### src/rtl/path_command_gen.sv
// path_command_gen: walks a tracked position to a requested (x,y) target, X axis first,
// issuing {dir, steps} commands of at most MAX_STEP units over a valid/ready port.
module path_command_gen #(
  parameter int COORD_W  = 5,
  parameter int STEP_W   = 2,
  parameter int MAX_STEP = 3
) (
  input  logic               clk,
  input  logic               reset,
  input  logic               tgt_valid,
  output logic               tgt_ready,
  input  logic [COORD_W-1:0] tgt_x,
  input  logic [COORD_W-1:0] tgt_y,
  output logic               cmd_valid,
  input  logic               cmd_ready,
  output logic [1:0]         cmd_dir,
  output logic [STEP_W-1:0]  cmd_steps,
  output logic [COORD_W-1:0] cur_x,
  output logic [COORD_W-1:0] cur_y,
  output logic               done
);
  typedef enum logic [1:0] {IDLE, MOVE_X, MOVE_Y, DONE} state_t;
  localparam logic [COORD_W:0]  MAX_D = (COORD_W+1)'(MAX_STEP);
  localparam logic [STEP_W-1:0] MAX_S = STEP_W'(MAX_STEP);
  state_t             r_state;
  logic [COORD_W-1:0] r_tx, r_ty, r_cx, r_cy;
  logic               w_px, w_py, w_xlast, w_ylast;
  logic [COORD_W:0]   w_adx, w_ady;
  logic [STEP_W-1:0]  w_sx, w_sy;
  // distances are one bit wider than coordinates so the subtraction never wraps
  assign w_px    = r_tx > r_cx;
  assign w_py    = r_ty > r_cy;
  assign w_adx   = w_px ? {1'b0, r_tx} - {1'b0, r_cx} : {1'b0, r_cx} - {1'b0, r_tx};
  assign w_ady   = w_py ? {1'b0, r_ty} - {1'b0, r_cy} : {1'b0, r_cy} - {1'b0, r_ty};
  assign w_sx    = w_adx > MAX_D ? MAX_S : w_adx[STEP_W-1:0];
  assign w_sy    = w_ady > MAX_D ? MAX_S : w_ady[STEP_W-1:0];
  assign w_xlast = w_adx <= MAX_D;
  assign w_ylast = w_ady <= MAX_D;
  always_ff @(posedge clk) begin
    if (reset) begin
      r_state <= IDLE;
      r_tx    <= '0;
      r_ty    <= '0;
      r_cx    <= '0;
      r_cy    <= '0;
    end else begin
      case (r_state)
        IDLE: if (tgt_valid) begin
          r_tx    <= tgt_x;
          r_ty    <= tgt_y;
          r_state <= tgt_x != r_cx ? MOVE_X : tgt_y != r_cy ? MOVE_Y : DONE;
        end
        MOVE_X: if (cmd_ready) begin
          r_cx <= w_px ? r_cx + COORD_W'(w_sx) : r_cx - COORD_W'(w_sx);
          if (w_xlast) r_state <= r_ty != r_cy ? MOVE_Y : DONE;
        end
        MOVE_Y: if (cmd_ready) begin
          r_cy <= w_py ? r_cy + COORD_W'(w_sy) : r_cy - COORD_W'(w_sy);
          if (w_ylast) r_state <= DONE;
        end
        default: r_state <= IDLE;
      endcase
    end
  end
  // dir bit 1 = negative direction, bit 0 = y axis
  assign tgt_ready = r_state == IDLE;
  assign cmd_valid = r_state == MOVE_X || r_state == MOVE_Y;
  assign cmd_dir   = r_state == MOVE_X ? {~w_px, 1'b0} : r_state == MOVE_Y ? {~w_py, 1'b1} : 2'd0;
  assign cmd_steps = r_state == MOVE_X ? w_sx : r_state == MOVE_Y ? w_sy : '0;
  assign done      = r_state == DONE;
  assign cur_x     = r_cx;
  assign cur_y     = r_cy;
endmodule

### config.mk
export PLATFORM = sky130hd
export DESIGN_NAME = path_command_gen
export DESIGN_NICKNAME = d
export VERILOG_FILES = /design/src/rtl/path_command_gen.sv
export SDC_FILE = /design/constraint.sdc
export NUM_CORES = 1
export LEC_CHECK = 0
export CAP_MARGIN = 40
export CORE_MARGIN = 2
export CORE_UTILIZATION = 48
export DETAILED_ROUTE_END_ITERATION = 10
export PLACE_DENSITY = 0.73
export SKIP_LAST_GASP = 1
export SYNTH_ARGS = -nofsm -noshare
export SYNTH_HDL_FRONTEND = slang
export SYNTH_SLANG_ARGS = --single-unit
### constraint.sdc
create_clock -name clk -period 4 [get_ports clk]
set_input_delay 0.8 -clock clk [delete_from_list [all_inputs] [get_ports clk]]
set_output_delay 0.8 -clock clk [all_outputs]
set_load 0.01 [all_outputs]
# Yosys cells after proc, flatten, opt, wreduce, memory -nomap -nowiden
# Index checks and enable logic that the tools add are counted.
totals:
  in_bits: 14
  elab_cells: 57
  output_inout_bits: 17
  reg_bits: 22
classes:
  bitwise_logic: 2
  magnitude_cmp: 6
  add_sub_neg: 8
  n_eq_ne: 11
  muxes: 19
  n_reduce_logical: 6
op_table:
  columns: ["operator", "count"]
  rows:
  - ["2-bit 2-to-1 mux", 12]
  - ["5-bit by 5-bit subtractor with 6-bit output", 4]
  - ["5-bit != test", 3]
  - ["6-bit by 2-bit greater-than comparator with 1-bit output (second input constant)", 2]
  - ["6-bit by 2-bit <= comparator with 1-bit output (second input constant)", 2]
  - ["6-bit 2-to-1 mux", 2]
  - ["5-bit by 2-bit adder with 5-bit output", 2]
  - ["5-bit greater-than comparator", 2]
  - ["5-bit 2-to-1 mux", 2]
  - ["2-bit != test (second input constant)", 5]
  - ["5-bit by 2-bit subtractor with 5-bit output", 2]
  - ["2-bit case mux with 3 select lines", 1]
  - ["2-bit AND reduction", 3]
  - ["5-bit AND reduction", 1]
  - ["2-bit == test (second input constant)", 2]
  - ["2-bit by 1-bit == test with 1-bit output (second input constant)", 1]
  - ["2-bit zero test", 1]
  - ["1-bit 2-to-1 mux", 2]
  - ["1-bit inverter", 2]
  - ["1-bit logical OR", 1]

# Longest topological paths before layout
# Gate-level depths: netlist of run 1.
depth:
  depth_word: 6
  ltp_mapped: 23
  ltp_nobuf: 22

# Worst setup path after synthesis of run 1
# Ideal clock, no wire load.
synth_path:
  path_type: "register to register"
  startpoint: "register r_cy[1], in the netlist cur_y[1]"
  endpoint: "register r_cy[4], in the netlist cur_y[4]"
  arrival_ps: 4074
  setup_time_ps: 128
  stages_incl_launch_ff: 20
  n_path_buf: 0
  path_slack_ps: -202
  synth_period_minus_slack_ps: 4202
  cell_sequence: "dfxtp_1 inv_1 fa_1 a211o_1 a21oi_1 nor2_1 o21a_1 a22oi_1 nor4_1 nand2_1 inv_1 ha_1 or3_1 ha_1 a21o_1 a21oi_1 xnor2_1 nand3_1 xnor2_1 nor2_1"
synth_between:
  elab_chain_len: 6
  word_cells_on_any_way: 9
  classes_between: "add/sub (4); order compare (2); mux (3)"
synth_rtl:
  columns: ["item", "line", "text"]
  rows:
  - ["from (decl)", "26", "logic [COORD_W-1:0] r_tx, r_ty, r_cx, r_cy;"]
  - ["from (signal assigned)", "58", "r_cy <= w_py ? r_cy + COORD_W'(w_sy) : r_cy - COORD_W'(w_sy);"]
  - ["5-bit by 5-bit subtractor with 6-bit output or 5-bit greater-than comparator (tied branches)", "34, 32", null]
  - ["6-bit 2-to-1 mux", "34", "assign w_ady = w_py ? {1'b0, r_ty} - {1'b0, r_cy} : {1'b0, r_cy} - {1'b0, r_ty};"]
  - ["6-bit by 2-bit greater-than comparator with 1-bit output", "36", "assign w_sy = w_ady > MAX_D ? MAX_S : w_ady[STEP_W-1:0];"]
  - ["2-bit 2-to-1 mux", "36", null]
  - ["5-bit by 2-bit subtractor with 5-bit output or 5-bit by 2-bit adder with 5-bit output (tied branches)", "58", null]
  - ["5-bit 2-to-1 mux (*)", "58", null]
# Mark *: on every way between the ends. The rest lies on a longest branch, timed or not.
# A chain may end at the register's enable or synchronous reset.

# Final worst setup path of run 1
layout_path:
  startpoint: "register r_cy[0], in the netlist cur_y[0]"
  endpoint: "register r_cy[4], in the netlist cur_y[4]"
# Same word-level chain as after synthesis.

==> run metrics, run 1 <==
CP endpoint kind flip-flop; Final HPWL DP 5340 um; Final nets 467; CTS Buffer Depth 2; Antenna Violating Nets Remaining 0; DR vias/cell 5.58; Worst-Skew Late Latency 0.27 ns; CP Cell Sequence buf_4 -> inv_1 -> ha_1 -> inv_1 -> fa_1 -> a21o_2 -> a21oi_1 -> xor2_1 -> a22oi_1 -> nor4_2 -> buf_4 -> nand2_4 -> inv_4 -> ha_4 -> or3_4 -> ha_4 -> a21o_1 -> a21oi_2 -> xnor2_1 -> nand3_1 -> xnor2_1 -> nor2_1; Initial Utilization 0.495; die height 76.6 um; area grow syn2layout 37.7%; unrepaired setup endpoints after global routing true; critical path's slowest cell or3_4; CTS clk-pin slew, worst paths 0.09 ns; CTS root buf clkbuf_8; top cell type's share of synthesized area 0.174; IO Count 31; fin worst setup slack -0.0725 ns; status finished, violations left; port bufs 30; Post-Syn Area per Cell 7.44 um2; DR WL/cell 15.5 um; fin crit share 1.02; Slew HR 0.643; CP arrival 4.23 ns; Yosys cell types 50; ys flop type dfxtp_1; Die ar. 0.00587 mm2; largest net degree at the start of global routing 28; diode count 0; Max Cap Violations 0; synthesized flop and latch total 22; drt initial violations 158; crit start category flip-flop; Seq/Total Area, Yosys 0.174; Num CTS Buffers 3; core box area 0.00511 mm2; GRT Total Usage 0.246; vias in the first global route 2552; CP Max Fanout 4; fill count 440; CTS tree done; Worst path max stage delay 0.41 ns; share of cells above drive strength 1 0.246; Slew @ Worst Pin 0.531 ns; required time of the critical path 4.16 ns; Final Slew Violations 0; FMAX 246 MHz; Die Wd 76.6 um; Setup CP Type reg -> reg; Net Count, Synth 392; Post-Route WL 7500 um; Ys Warns 0; Mapped Cells 340; antenna violations before repair 0; post-synthesis cell area 0.00253 mm2; H-tree depth 1; total global routing overflow 0; vias after detailed routing 2700; # setup viols final 1; routability cong. 0.851; worst hold path type reg -> reg; Fin. Hold Viols 0; FP Rows 26; first-pass GRT wire length 11800 um; Clock Skews 0.00517 ns; Synth async-reset ratio 0; DR pass1 iterations 4; top post-synthesis cells by area dfxtp_1 (17%), ha_1 (16%), a21oi_1 (6.3%); Setup WS pre-CTS -0.117 ns; Post-synth EDFFs 0; clk sinks 22; DRC violation count after routing 0; crit path time final 4.07 ns; failing checks negative setup slack; Yosys top cell by area dfxtp_1
metrics by stage:
| step | cell area [um2] | TNS, ns | util | hold WS (ns) | std cells |
|---|---|---|---|---|---|
| 3_3_place_gp | 3140 | -0.0340 | 0.614 | 0.469 | 466 |
| 6_report | 3480 | -0.0725 | 0.682 | 0.482 | 484 |
| 5_1_grt | 3480 | -0.645 | 0.682 | 0.525 | 484 |
| 3_5_place_dp | 3140 | -0.256 | 0.614 | 0.473 | 466 |
| 4_1_cts | 3360 | -0.198 | 0.658 | 0.486 | 481 |
| 2_1_floorplan | 2540 | 0 | - | 0.450 | 340 |
final timing paths:
check | from | endpoint | slack, ns | cells past startpoint
worst min-delay path | r_ty[4]$_SDFFE_PP0P_ | r_ty[4]$_SDFFE_PP0P_ | 0.48 | 2
worst max-delay path | cur_y[0]$_SDFFE_PP0P_ | cur_y[4]$_SDFFE_PP0P_ | -0.07 | 22
worst min register to register | r_ty[4]$_SDFFE_PP0P_ | r_ty[4]$_SDFFE_PP0P_ | 0.48 | 2
worst max register to register | cur_y[0]$_SDFFE_PP0P_ | cur_y[4]$_SDFFE_PP0P_ | -0.07 | 22
sequential cells by signal, indices dropped and copies added, names as in the netlist:
name / count
r_ty: 5
cur_y: 5
r_tx: 5
cur_x: 5
r_state: 2
what timing repair did:
item	4_1_cts	5_1_grt
setup endpoints to repair	5	9
pin swaps	16	24
setup buffers	11	6
hold buffers	0	0
resized for setup	25	28
placed cells by master, fill, tap and decap left out, types with 5 or more instances in the layout:
master / count
xnor2_1: 11
o21a_1: 9
nor2b_1: 6
nor3_1: 7
buf_4: 49
clkdlybuf4s50_1: 28
nand2_1: 37
inv_1: 35
nand3_1: 11
fa_2: 5
ha_1: 26
a31oi_1: 5
o21ai_0: 10
a21oi_1: 28
ha_4: 5
nor2_1: 24
dfxtp_1: 17
a21o_1: 5
xor2_1: 8
critical path: cells and delay by family, from the launching register on:
| family | cells | cell delay, ns |
|---|---|---|
| buffers and inverters | 5 | 0.50 |
| xor gates and xnor gates | 3 | 0.39 |
| AOI/OAI and AO/OA | 5 | 1.07 |
| adders and majority gates | 4 | 0.91 |
| and+or+nand+nor | 5 | 0.75 |
| DFF | 1 | 0.34 |
final cells by class:
| cell class | instances | area, um2 | area share |
|---|---|---|---|
| sequential | 22 | 449 | 0.129 |
| tap | 70 | 87.6 | 0.0251 |
| clock inverter | 1 | 30.0 | 0.00862 |
| timing repair buffer | 82 | 692 | 0.199 |
| multi-input combinational | 267 | 2040 | 0.584 |
| clock buffer | 3 | 41.3 | 0.0118 |
| inverter | 39 | 149 | 0.0427 |
kinds of logic (layout without fill, tap and decap cells):
logic type	Yosys count	in the layout	share of synthesized area
adders and majority gates	38	38	0.206
and+or+nand+nor	110	110	0.204
muxes	3	3	0.0124
xor gates and xnor gates	20	20	0.0692
buffers and inverters	51	125	0.0865
DFF	22	22	0.174
AOI/OAI and AO/OA	96	96	0.248
synth_stat cells, drive strengths merged, types with 7 or more instances:
cell,instances
inv,39
o21a,9
dfxtp,22
buf,7
xnor2,12
nand2,39
nor3,8
nor2,24
o21ai,13
ha,32
xor2,8
nand3,11
a21oi,32
metal layers:
| layer | share of wire | GRT usage |
|---|---|---|
| met5 | 0 | 0 |
| met1 | 0.41 | 0.292 |
| met3 | 0.051 | 0.0391 |
| met2 | 0.52 | 0.469 |
| met4 | 0.014 | 0.0400 |
Power of run 1 is not shown: default switching activity piles up to over one toggle a cycle in this logic, so the estimate is an artifact.
==> inputs of run 2 (changes only) <==
- CAP_MARGIN: 40 -> 20
==> results of run 2 <==
Same layout as run 1: the final DEF is identical, and so are final timing and power.
Power of run 2 is left out for the same reason.
==> inputs of run 3 (changes only) <==
- CORE_MARGIN: 2 -> default
==> run 3 against run 2 <==
Effect of this change: die area down 5.2%; core utilization down 0.15 points; highest routed layer unchanged; sequential share of layout area about the same; the flow now finishes without violations; global-route usage up 2.2 points; register-to-register slack better by 0.08 ns; non-clock buffer count down 2; cell count down 0.41%; count of clock-buffer cells in the layout unchanged.
==> run metrics, run 3 (synthesis results as in run 1) <==
DRC violation count after routing 0 (unchanged); Slew HR 0.722 (was 0.643); Max Cap Violations 0 (unchanged); FMAX 251 MHz (was 246 MHz); first-pass GRT wire length 11400 um (was 11800 um); DR WL/cell 14.9 um (was 15.5 um); worst hold path type reg -> reg (unchanged); drt initial violations 134 (was 158); largest net degree at the start of global routing 28 (unchanged); Final Slew Violations 0 (unchanged); fin crit share 0.998 (was 1.02); CTS Buffer Depth 2 (unchanged); GRT Total Usage 0.268 (was 0.246); Die ar. 0.00557 mm2 (was 0.00587 mm2); crit path time final 3.99 ns (was 4.07 ns); unrepaired setup endpoints after global routing true (unchanged); DR vias/cell 5.55 (was 5.58); antenna violations before repair 0 (unchanged); H-tree depth 1 (unchanged); FP Rows 26 (unchanged); Num CTS Buffers 3 (unchanged); CP Max Fanout 3 (was 4); required time of the critical path 4.16 ns (about the same); commonest non-fill, non-tap cell in the layout buf_4 (unchanged); port bufs 30 (unchanged); clk sinks 22 (unchanged); Fin. Hold Viols 0 (unchanged); Antenna Violating Nets Remaining 0 (unchanged); Post-Route WL 7160 um (was 7500 um); Final nets 465 (was 467); CTS tree done (unchanged); Slew @ Worst Pin 0.413 ns (was 0.531 ns); total global routing overflow 0 (unchanged); status completed (was finished, violations left); routability cong. 0.880 (was 0.851); Die Wd 74.6 um (was 76.6 um); IO Count 31 (unchanged); diode count 0 (unchanged); share of cells above drive strength 1 0.245 (was 0.246); # setup viols final 0 (was 1); Clock Skews 0.00366 ns (was 0.00517 ns); CTS clk-pin slew, worst paths 0.09 ns (about the same); Initial Utilization 0.495 (unchanged); area grow syn2layout 37.4% (was 37.7%); Worst-Skew Late Latency 0.27 ns (about the same); CP arrival 4.15 ns (was 4.23 ns); most frequent cells in the layout buf_4 (47), nand2_1 (37), inv_1 (34), a21oi_1 (28), clkdlybuf4s50_1 (28) (was buf_4 (49), nand2_1 (37), inv_1 (35), a21oi_1 (28), clkdlybuf4s50_1 (28)); crit start category flip-flop (unchanged); Final HPWL DP 5420 um (was 5340 um); sum of negative setup slack 0 ns (was -0.0725 ns); vias in the first global route 2557 (was 2552); DR pass1 iterations 4 (unchanged); CP endpoint kind flip-flop (unchanged); die height 74.6 um (was 76.6 um); CTS root buf clkbuf_8 (unchanged); core box area 0.00511 mm2 (unchanged); vias after detailed routing 2674 (was 2700); Setup CP Type reg -> reg (unchanged)
==> run 3: cell types whose count changed in the layout (fill, tap and decap cells not counted), moves of 2 or more <==
cell / previous run / this run
o21ai_0: 10 / 12
nand2_4: 2 / 0
inv_2: 3 / 5
buf_4: 49 / 47
nand2_2: 0 / 2
o21ai_1: 2 / 0
==> run 3: cell type report <==
cell class,count,area [um2]
clock buffer,3,41.3
clock inverter,1,30.0
tap,70,87.6
inverter,39,146
multi-input combinational,267,2050
sequential,22,448
timing repair buffer,80,677
fill,410,1630
==> run 3: per-stage QoR <==
step / cells / area, um2 / hold slack (ns) / setup slack (ns) / util
final: 482 / 3480 / 0.477 / 0.00905 / 0.681
after floorplan: 340 / 2540 / 0.450 / 0.00934 / -
after global routing: 482 / 3480 / 0.515 / -0.206 / 0.681
after CTS: 479 / 3390 / 0.481 / -0.0582 / 0.663
after detailed placement: 471 / 3170 / 0.469 / -0.184 / 0.622
after global placement: 471 / 3170 / 0.462 / -0.0541 / 0.622
==> run 3: worst max-delay path, cell delays in order, from the launching register on <==
cell and delay [ns]:
dfxtp_2 0.33, inv_2 0.06, ha_4 0.13, inv_2 0.03
fa_2 0.34, a211o_1 0.33, buf_6 0.14, a211o_1 0.28
o211ai_4 0.10, xnor2_2 0.11, nor4_4 0.37, nand2_2 0.11
inv_2 0.09, ha_4 0.20, o21a_1 0.18, fa_2 0.39
inv_2 0.06, a21o_1 0.11, a21oi_2 0.05, xnor2_1 0.13
nand3_1 0.11, xnor2_1 0.16, nor2_1 0.05
==> run 3: routing by layer <==
layer  wire length [um]  up-vias  track usage
met5                  0        -            0
met4                145        0       0.0692
met3                324       16       0.0393
met2               3800       81        0.517
met1               2900     1260        0.305
li1                   -     1317            -
==> run 3: path summary, 6_finish.rpt <==
check	startpoint	endpoint	slack, ns	cells past startpoint
setup / recovery	r_ty[0]$_SDFFE_PP0P_	cur_y[4]$_SDFFE_PP0P_	0.009	22
hold / removal	r_ty[4]$_SDFFE_PP0P_	r_ty[4]$_SDFFE_PP0P_	0.48	2
setup reg to reg	r_ty[0]$_SDFFE_PP0P_	cur_y[4]$_SDFFE_PP0P_	0.009	22
hold reg to reg	r_ty[4]$_SDFFE_PP0P_	r_ty[4]$_SDFFE_PP0P_	0.48	2
==> run 3: what timing repair did <==
action                     CTS  global route
cloned                       0             0
setup endpoints to repair    5             6
buffers inserted             5             4
pin swaps                   10            15
gates resized for setup     33            17
hold buffers                 0             0
Power of run 3 is left out for the same reason.
